<file path="config.mk">
export PLATFORM = sky130hd
export DESIGN_NAME = debounce_sync
export DESIGN_NICKNAME = d
export VERILOG_FILES = /design/src/rtl/debounce_sync.sv
export SDC_FILE = /design/constraint.sdc
export NUM_CORES = 1
export LEC_CHECK = 0
export CAP_MARGIN = 40
export CORE_AREA = 2 2 39 41
export CTS_CLUSTER_SIZE = 8
export DETAILED_ROUTE_END_ITERATION = 12
export DIE_AREA = 0 0 41 43
export GPL_TIMING_DRIVEN = 0
export SYNTH_ARGS = -nofsm -noshare
export SYNTH_HDL_FRONTEND = slang
export SYNTH_SLANG_ARGS = --single-unit
</file>
<file path="constraint.sdc">
create_clock -name clk -period 1.43 [get_ports clk]
set_clock_uncertainty 0.1 [all_clocks]
set_input_delay 0.3575 -clock clk [delete_from_list [all_inputs] [get_ports clk]]
set_output_delay 0.3575 -clock clk [all_outputs]
set_load 0.01 [all_outputs]
</file>
<file path="src/rtl/debounce_sync.sv">
`timescale 1ns/1ps
// Synchronise a raw asynchronous level into clk, then accept a change only after it
// has been seen for STABLE_CYCLES consecutive cycles; emits registered rise/fall strobes.
module debounce_sync #(
  parameter int   SYNC_STAGES   = 2,
  parameter int   STABLE_CYCLES = 4,
  parameter logic RESET_LEVEL   = 1'b0
) (
  input  logic clk,
  input  logic reset,
  input  logic din,
  output logic q,
  output logic rise,
  output logic fall,
  output logic busy
);

  localparam int            CW       = $clog2(STABLE_CYCLES + 1);
  localparam logic [CW-1:0] CNT_LAST = CW'(STABLE_CYCLES - 1);

  typedef enum logic {
    ST_STABLE = 1'b0,
    ST_CHECK  = 1'b1
  } state_e;

  logic [SYNC_STAGES-1:0] sync_q, sync_d;
  state_e                 state_q, state_d;
  logic [CW-1:0]          cnt_q, cnt_d;
  logic                   q_q, q_d;
  logic                   rise_q, rise_d;
  logic                   fall_q, fall_d;
  logic                   busy_q, busy_d;
  logic                   s;

  // Stage 0 is the metastability catcher; only the last stage feeds logic.
  assign sync_d = {sync_q[SYNC_STAGES-2:0], din};
  assign s      = sync_q[SYNC_STAGES-1];

  always_ff @(posedge clk or posedge reset) begin
    if (reset) begin
      sync_q  <= {SYNC_STAGES{RESET_LEVEL}};
      state_q <= ST_STABLE;
      cnt_q   <= '0;
      q_q     <= RESET_LEVEL;
      rise_q  <= 1'b0;
      fall_q  <= 1'b0;
      busy_q  <= 1'b0;
    end else begin
      sync_q  <= sync_d;
      state_q <= state_d;
      cnt_q   <= cnt_d;
      q_q     <= q_d;
      rise_q  <= rise_d;
      fall_q  <= fall_d;
      busy_q  <= busy_d;
    end
  end

  always_comb begin
    state_d = state_q;
    cnt_d   = cnt_q;
    q_d     = q_q;
    unique case (state_q)
      ST_STABLE: begin
        if (s != q_q) begin
          // Single-cycle qualification needs no CHECK visit.
          if (STABLE_CYCLES == 1) begin
            q_d = s;
          end else begin
            state_d = ST_CHECK;
            cnt_d   = CW'(1);
          end
        end else begin
          cnt_d = '0;
        end
      end
      ST_CHECK: begin
        if (s == q_q) begin
          state_d = ST_STABLE;
          cnt_d   = '0;
        end else if (cnt_q == CNT_LAST) begin
          q_d     = s;
          cnt_d   = '0;
          state_d = ST_STABLE;
        end else begin
          cnt_d = cnt_q + CW'(1);
        end
      end
    endcase
    rise_d = q_d & ~q_q;
    fall_d = ~q_d & q_q;
    busy_d = (state_d == ST_CHECK);
  end

  assign q    = q_q;
  assign rise = rise_q;
  assign fall = fall_q;
  assign busy = busy_q;

endmodule

</file>
==> results of run 1 <==
## cell families after synthesis
group	Yosys count	share of synthesized area
adder cells (fa/ha/maj)	1	0.0370
XOR/XNOR	1	0.0259
flip-flops	9	0.667
AO/OA/AOI/OAI	1	0.0148
AND/OR/NAND/NOR	8	0.200
multiplexers	1	0.0444
buffers and inverters	1	0.0111
## power groups by stage
stage / sequential [W] / combinational (W) / clock [W]
final: 0.000349 / 0.000267 / 0.000188
after global routing: 0.000355 / 0.000300 / 0.000218
after CTS: 0.000356 / 0.000229 / 0.000196
after detailed placement: 0.000369 / 0.000215 / 0
after global placement: 0.000363 / 0.000205 / 0
after floorplan: 0.000371 / 0.000115 / 0
## metrics by stage
step	instances	cell area, um2
3_5_place_dp	44	418
6_report	51	463
4_1_cts	49	448
2_1_floorplan	22	338
3_3_place_gp	44	418
5_1_grt	51	463
## routing by layer
layer / track usage / up-vias / share of wire
met5: 0 / - / 0
met4: 0.0800 / 0 / 0.010
met3: 0.0314 / 2 / 0.063
met2: 0.119 / 7 / 0.48
met1: 0.108 / 105 / 0.44
li1: - / 100 / -
## final timing paths
path,from,endpoint,slack [ns],cells after the start
max,q,q,0.06,1
min,sync_q[0],sync_q[1],0.25,0
max reg2reg,cnt_q[0],q,0.10,4
min reg2reg,sync_q[0],sync_q[1],0.25,0
max in group asynchronous,reset,cnt_q[1],0.72,2
min in group asynchronous,reset,sync_q[1],0.26,2
## repair_timing
action | in CTS | in global routing
gates resized for setup | 5 | 0
endpoints found under the setup margin | 4 | 1
setup buffers | 1 | 2
## cell usage after synthesis
| master | instances | share of area |
|---|---|---|
| and2_2 | 2 | 0.044 |
| and3_2 | 1 | 0.022 |
| and4b_1 | 1 | 0.030 |
| dfrtp_1 | 9 | 0.67 |
| ha_1 | 1 | 0.037 |
| inv_1 | 1 | 0.011 |
| mux2_4 | 1 | 0.044 |
| nand2_2 | 1 | 0.019 |
| nor2b_4 | 1 | 0.041 |
| nor3b_1 | 2 | 0.044 |
| o21ai_0 | 1 | 0.015 |
| xor2_1 | 1 | 0.026 |
## final cells by class
type | instances | area (um2) | area share
clock buffers | 4 | 26.3 | 0.0568
inverters | 1 | 3.75 | 0.00811
multi-input cells | 12 | 109 | 0.235
flip-flops and latches | 9 | 225 | 0.486
well taps | 16 | 20.0 | 0.0432
repair buffers | 9 | 78.8 | 0.170
## sequential cells by signal (all words and copies together), names as in the netlist
| name | count |
|---|---|
| cnt_q | 3 |
| busy | 1 |
| q | 1 |
| rise | 1 |
| fall | 1 |
| sync_q | 2 |
## worst reg2reg max path: cells and delay by family (launching register included)
| kind | cells | cell delay (ns) |
|---|---|---|
| fa+ha+maj | 1 | 0.21 |
| flops | 1 | 0.38 |
| mux | 1 | 0.30 |
| simple gates | 2 | 0.23 |
==> metrics.csv, run 1 <==
stage;metric;value;unit
layout;final_nets;40;
pwr;ir_worst_vdd;0.601;mV
floorplan;fp-row-count;14;
routing;drc;0;
pwr;p_int;0.000585;W
floorplan;fp.coreArea;1380;um2
synthesis;avgSynthCellArea;15.4;um2
floorplan;die_w;41;um
synthesis;netlist_area;338;um2
worst_setup_path;worstSetupPathType;reg2out;
clock_network;clk_pin_slew;0.06;ns
layout;layout_common_cells;9 x dfrtp_1, 3 x clkbuf_4, 3 x dlygate4sd2_1, 3 x buf_4;
synthesis;ys_seq_area_frac;0.667;
layout;antenna_cells;0;
clock_network;cts.sinks;9;
pwr;total_power;0.000804;W
routing;ant_nets;0;
placement;dp_slack;0.0167;ns
sta;min_period;1.37;ns
outcome;status;finished clean;
worst_setup_path;crit_slowest_cell;dfrtp_1;
floorplan;dieArea;1760;um2
pwr;p_comb_frac;0.332;
layout;fill_cells;142;
pwr;pwr_density_cell;1740;nW/um2
clock_network;cts_hold_buffers;0;
clock_network;cts_htree_levels;1;
layout;drive_gt1_frac;0.343;
routing;firstDrtPassIters;4;
floorplan;io_pins;7;
worst_setup_path;required;0.97;ns
synthesis;synth-seq-cells;9;
sta;setup_viol;0;
clock_network;clkLatencyLatePin;0.25;ns
sta;fmax;729;MHz
clock_network;cts_tree;done;
clock_network;cts-buffers-inserted;3;
layout;utilization;0.335;
pwr;swShare;0.273;
worst_setup_path;critPathMaxStageDelay;0.41;ns
synthesis;syn_inst;22;
floorplan;die_y;43;um
floorplan;initial_core_util;0.244;
min_path;hp-class;reg2reg;
sta;hold_viol;0;
routing;routedWlPerCell;11.3;um
placement;place.gp.congestion;0.626;
grt;grt_max_degree;10;
pwr;p_leak;0.234;nW
sta;fin_crit_sh;0.960;
sta;fin_hold_ws;0.249;ns
placement;hpwl;403;um
pwr;clkPwrFrac;0.234;
routing;viasPerCell;4.20;
sta;finalWorstSetupSlack;0.0575;ns
worst_setup_path;path_buf_inv;1;
grt;antenna_found_initial;0;
synthesis;yosys_warnings;0;
grt;grt_pass1_wl;966;um
routing;drt_iter0_markers;1;
routing;via_count;214;
sta;tightest_slew;0.331;ns
sta;rsz0062_at_grt;no;
pwr;switching_power;0.000220;W
layout;final_common_cell;dfrtp_1;
clock_network;clock-root-buffer;clkbuf_4;
layout;areaGrowthSynthToFinish;37.0;%
worst_setup_path;path_max_fanout;3;
pwr;p_seq_frac;0.434;
worst_setup_path;endpoint_kind;output port;
worst_setup_path;cp-start-kind;register;
run;drv_cap;0;
routing;wirelength;574;um
sta;drv_slew;0;
grt;grt_remaining_overflow;0;
grt;first_global_vias;231;
clock_network;ctsLongestPathBuffers;2;
worst_setup_path;cp_cell_sequence;clkdlybuf4s15_1;
synthesis;synth_nets;26;
sta;tns;0;ns
synthesis;synth.distinct_cells;12;
sta;slew_headroom;0.779;
placement;io_buffer_count;6;
worst_setup_path;arrival;0.91;ns
grt;grt_usage;0.0898;
worst_setup_path;crit_family;flip-flops;
No activity file was read; power rests on OpenSTA's default activity.
==> run 2, diff against run 1 <==
==> constraint.sdc (replaced) <==
create_clock -name clk -period 1.43 [get_ports clk]
set_clock_uncertainty 0.1 [all_clocks]
set_input_delay 0.286 -clock clk [delete_from_list [all_inputs] [get_ports clk]]
set_output_delay 0.286 -clock clk [all_outputs]
set_load 0.01 [all_outputs]
==> metrics.csv, run 2 (synthesis results as in run 1) <==
stage;metric;value;unit
grt;use_met3;0.0314;
worst_setup_path;cp-start-kind;register;
clock_network;ctsLongestPathBuffers;2;
pwr;switching_power;0.000208;W
sta;fmax;728;MHz
sta;finalWorstSetupSlack;0.0571;ns
layout;final_nets;38;
grt;grt_remaining_overflow;0;
routing;viasPerCell;4.08;
routing;drt_iter0_markers;1;
worst_setup_path;worstSetupPathType;reg2out;
grt;grt_pass1_wl;979;um
layout;largest_register_ffs;3;
pwr;ir_worst_vdd;0.531;mV
routing;drc;0;
layout;final_common_cell;dfrtp_1;
sta;rsz0062_at_grt;no;
worst_setup_path;required;1.04;ns
pwr;p_leak;0.226;nW
clock_network;cts.sinks;9;
clock_network;clock-root-buffer;clkbuf_4;
layout;areaGrowthSynthToFinish;32.2;%
layout;drive_gt1_frac;0.303;
sta;drv_slew;0;
floorplan;fp.coreArea;1380;um2
grt;use_met1;0.112;
pwr;clkPwrFrac;0.247;
pwr;p_int;0.000554;W
sta;slew_headroom;0.782;
clock_network;clkLatencyLatePin;0.25;ns
grt;grt_max_degree;10;
grt;first_global_vias;232;
floorplan;die_y;43;um
routing;via_count;200;
worst_setup_path;endpoint_kind;output port;
layout;multi_input_area;109;um2
floorplan;dieArea;1760;um2
routing;firstDrtPassIters;4;
run;drv_cap;0;
sta;tightest_slew;0.327;ns
sta;hold_viol;0;
clock_network;clk_pin_slew;0.06;ns
floorplan;io_pins;7;
worst_setup_path;cp_cell_sequence;dlygate4sd2_1;
layout;layout_common_cells;9 x dfrtp_1, 4 x dlygate4sd2_1, 3 x clkbuf_4;
pwr;p_comb_frac;0.290;
grt;antenna_found_initial;0;
pwr;p_seq_frac;0.463;
min_path;hp-class;in2async;
floorplan;die_w;41;um
placement;hpwl;403;um
layout;fill_cells;142;
worst_setup_path;arrival;0.99;ns
layout;regMostFlops;cnt_q;
clock_network;cts-buffers-inserted;3;
worst_setup_path;critPathMaxStageDelay;0.42;ns
clock_network;cts_tree;done;
placement;dp_slack;0.0882;ns
routing;ant_nets;0;
sta;tns;0;ns
sta;setup_viol;0;
placement;place.gp.congestion;0.626;
outcome;status;finished clean;
placement;io_buffer_count;6;
layout;antenna_cells;0;
worst_setup_path;crit_family;flip-flops;
floorplan;fp-row-count;14;
routing;wirelength;539;um
layout;register_area;225;um2
worst_setup_path;path_buf_inv;1;
worst_setup_path;path_max_fanout;5;
routing;routedWlPerCell;11.0;um
grt;grt_usage;0.0908;
grt;grt_busiest_layer;met2;
pwr;swShare;0.273;
pwr;pwr_density_cell;1710;nW/um2
sta;fin_crit_sh;0.960;
layout;reg_top3;cnt_q x3, sync_q x2;
grt;met2_usage;0.119;
clock_network;cts_hold_buffers;0;
worst_setup_path;crit_slowest_cell;dfrtp_1;
floorplan;initial_core_util;0.244;
sta;min_period;1.37;ns
clock_network;cts_htree_levels;1;
run 2: changes by cell type in the layout (fill, tap and decap cells not counted), sizes merged:
cell	change
buf	-2
clkdlybuf4s15	-1
dlygate4sd2	+1
run 2: worst paths after layout:
| path | start | endpoint | slack, ns | depth (start not counted) |
|---|---|---|---|---|
| setup reg to reg | cnt_q[0] | q | 0.10 | 4 |
| max in group asynchronous | reset | cnt_q[1] | 0.79 | 2 |
| hold reg to reg | sync_q[0] | sync_q[1] | 0.25 | 0 |
| min in group clk | sync_q[0] | sync_q[1] | 0.25 | 0 |
| setup / recovery | q | q | 0.06 | 1 |
| hold / removal | reset | sync_q[1] | 0.19 | 2 |
run 2: timing repair:
action / in CTS / in global routing
setup endpoints to repair: 4 / 0
setup buffers: 1 / 0
resized for setup: 4 / 0
hold endpoints to repair: 0 / 0
run 2: cell type report:
cell class              instances  share of cell area
well taps                      16              0.0448
inverters                       1             0.00840
flip-flops and latches          9               0.504
repair buffers                  7               0.140
multi-input cells              12               0.244
clock buffers                   4              0.0588
run 2: power by group through the flow:
stage | Combinational, W | Clock [W] | Sequential (W)
global placement | 0.000205 | 0 | 0.000363
detailed placement | 0.000215 | 0 | 0.000369
finish | 0.000221 | 0.000188 | 0.000353
floorplan | 0.000115 | 0 | 0.000371
CTS | 0.000226 | 0.000196 | 0.000355
global route | 0.000253 | 0.000218 | 0.000362
run 2: layer usage:
metal / wire length, um / part of all wire
met1: 241 / 0.45
met5: 0 / 0
met3: 35 / 0.065
met4: 6 / 0.011
met2: 256 / 0.47
run 2: stage by stage:
| stage | hold slack (ns) | std cells | util | total power (W) | area [um2] |
|---|---|---|---|---|---|
| after floorplan | 0.0139 | 22 | - | 0.000486 | 338 |
| after global placement | 0.244 | 44 | 0.302 | 0.000568 | 418 |
| after detailed placement | 0.241 | 44 | 0.302 | 0.000584 | 418 |
| after CTS | 0.195 | 49 | 0.323 | 0.000777 | 447 |
| after global routing | 0.223 | 49 | 0.323 | 0.000833 | 447 |
| final | 0.186 | 49 | 0.323 | 0.000762 | 447 |
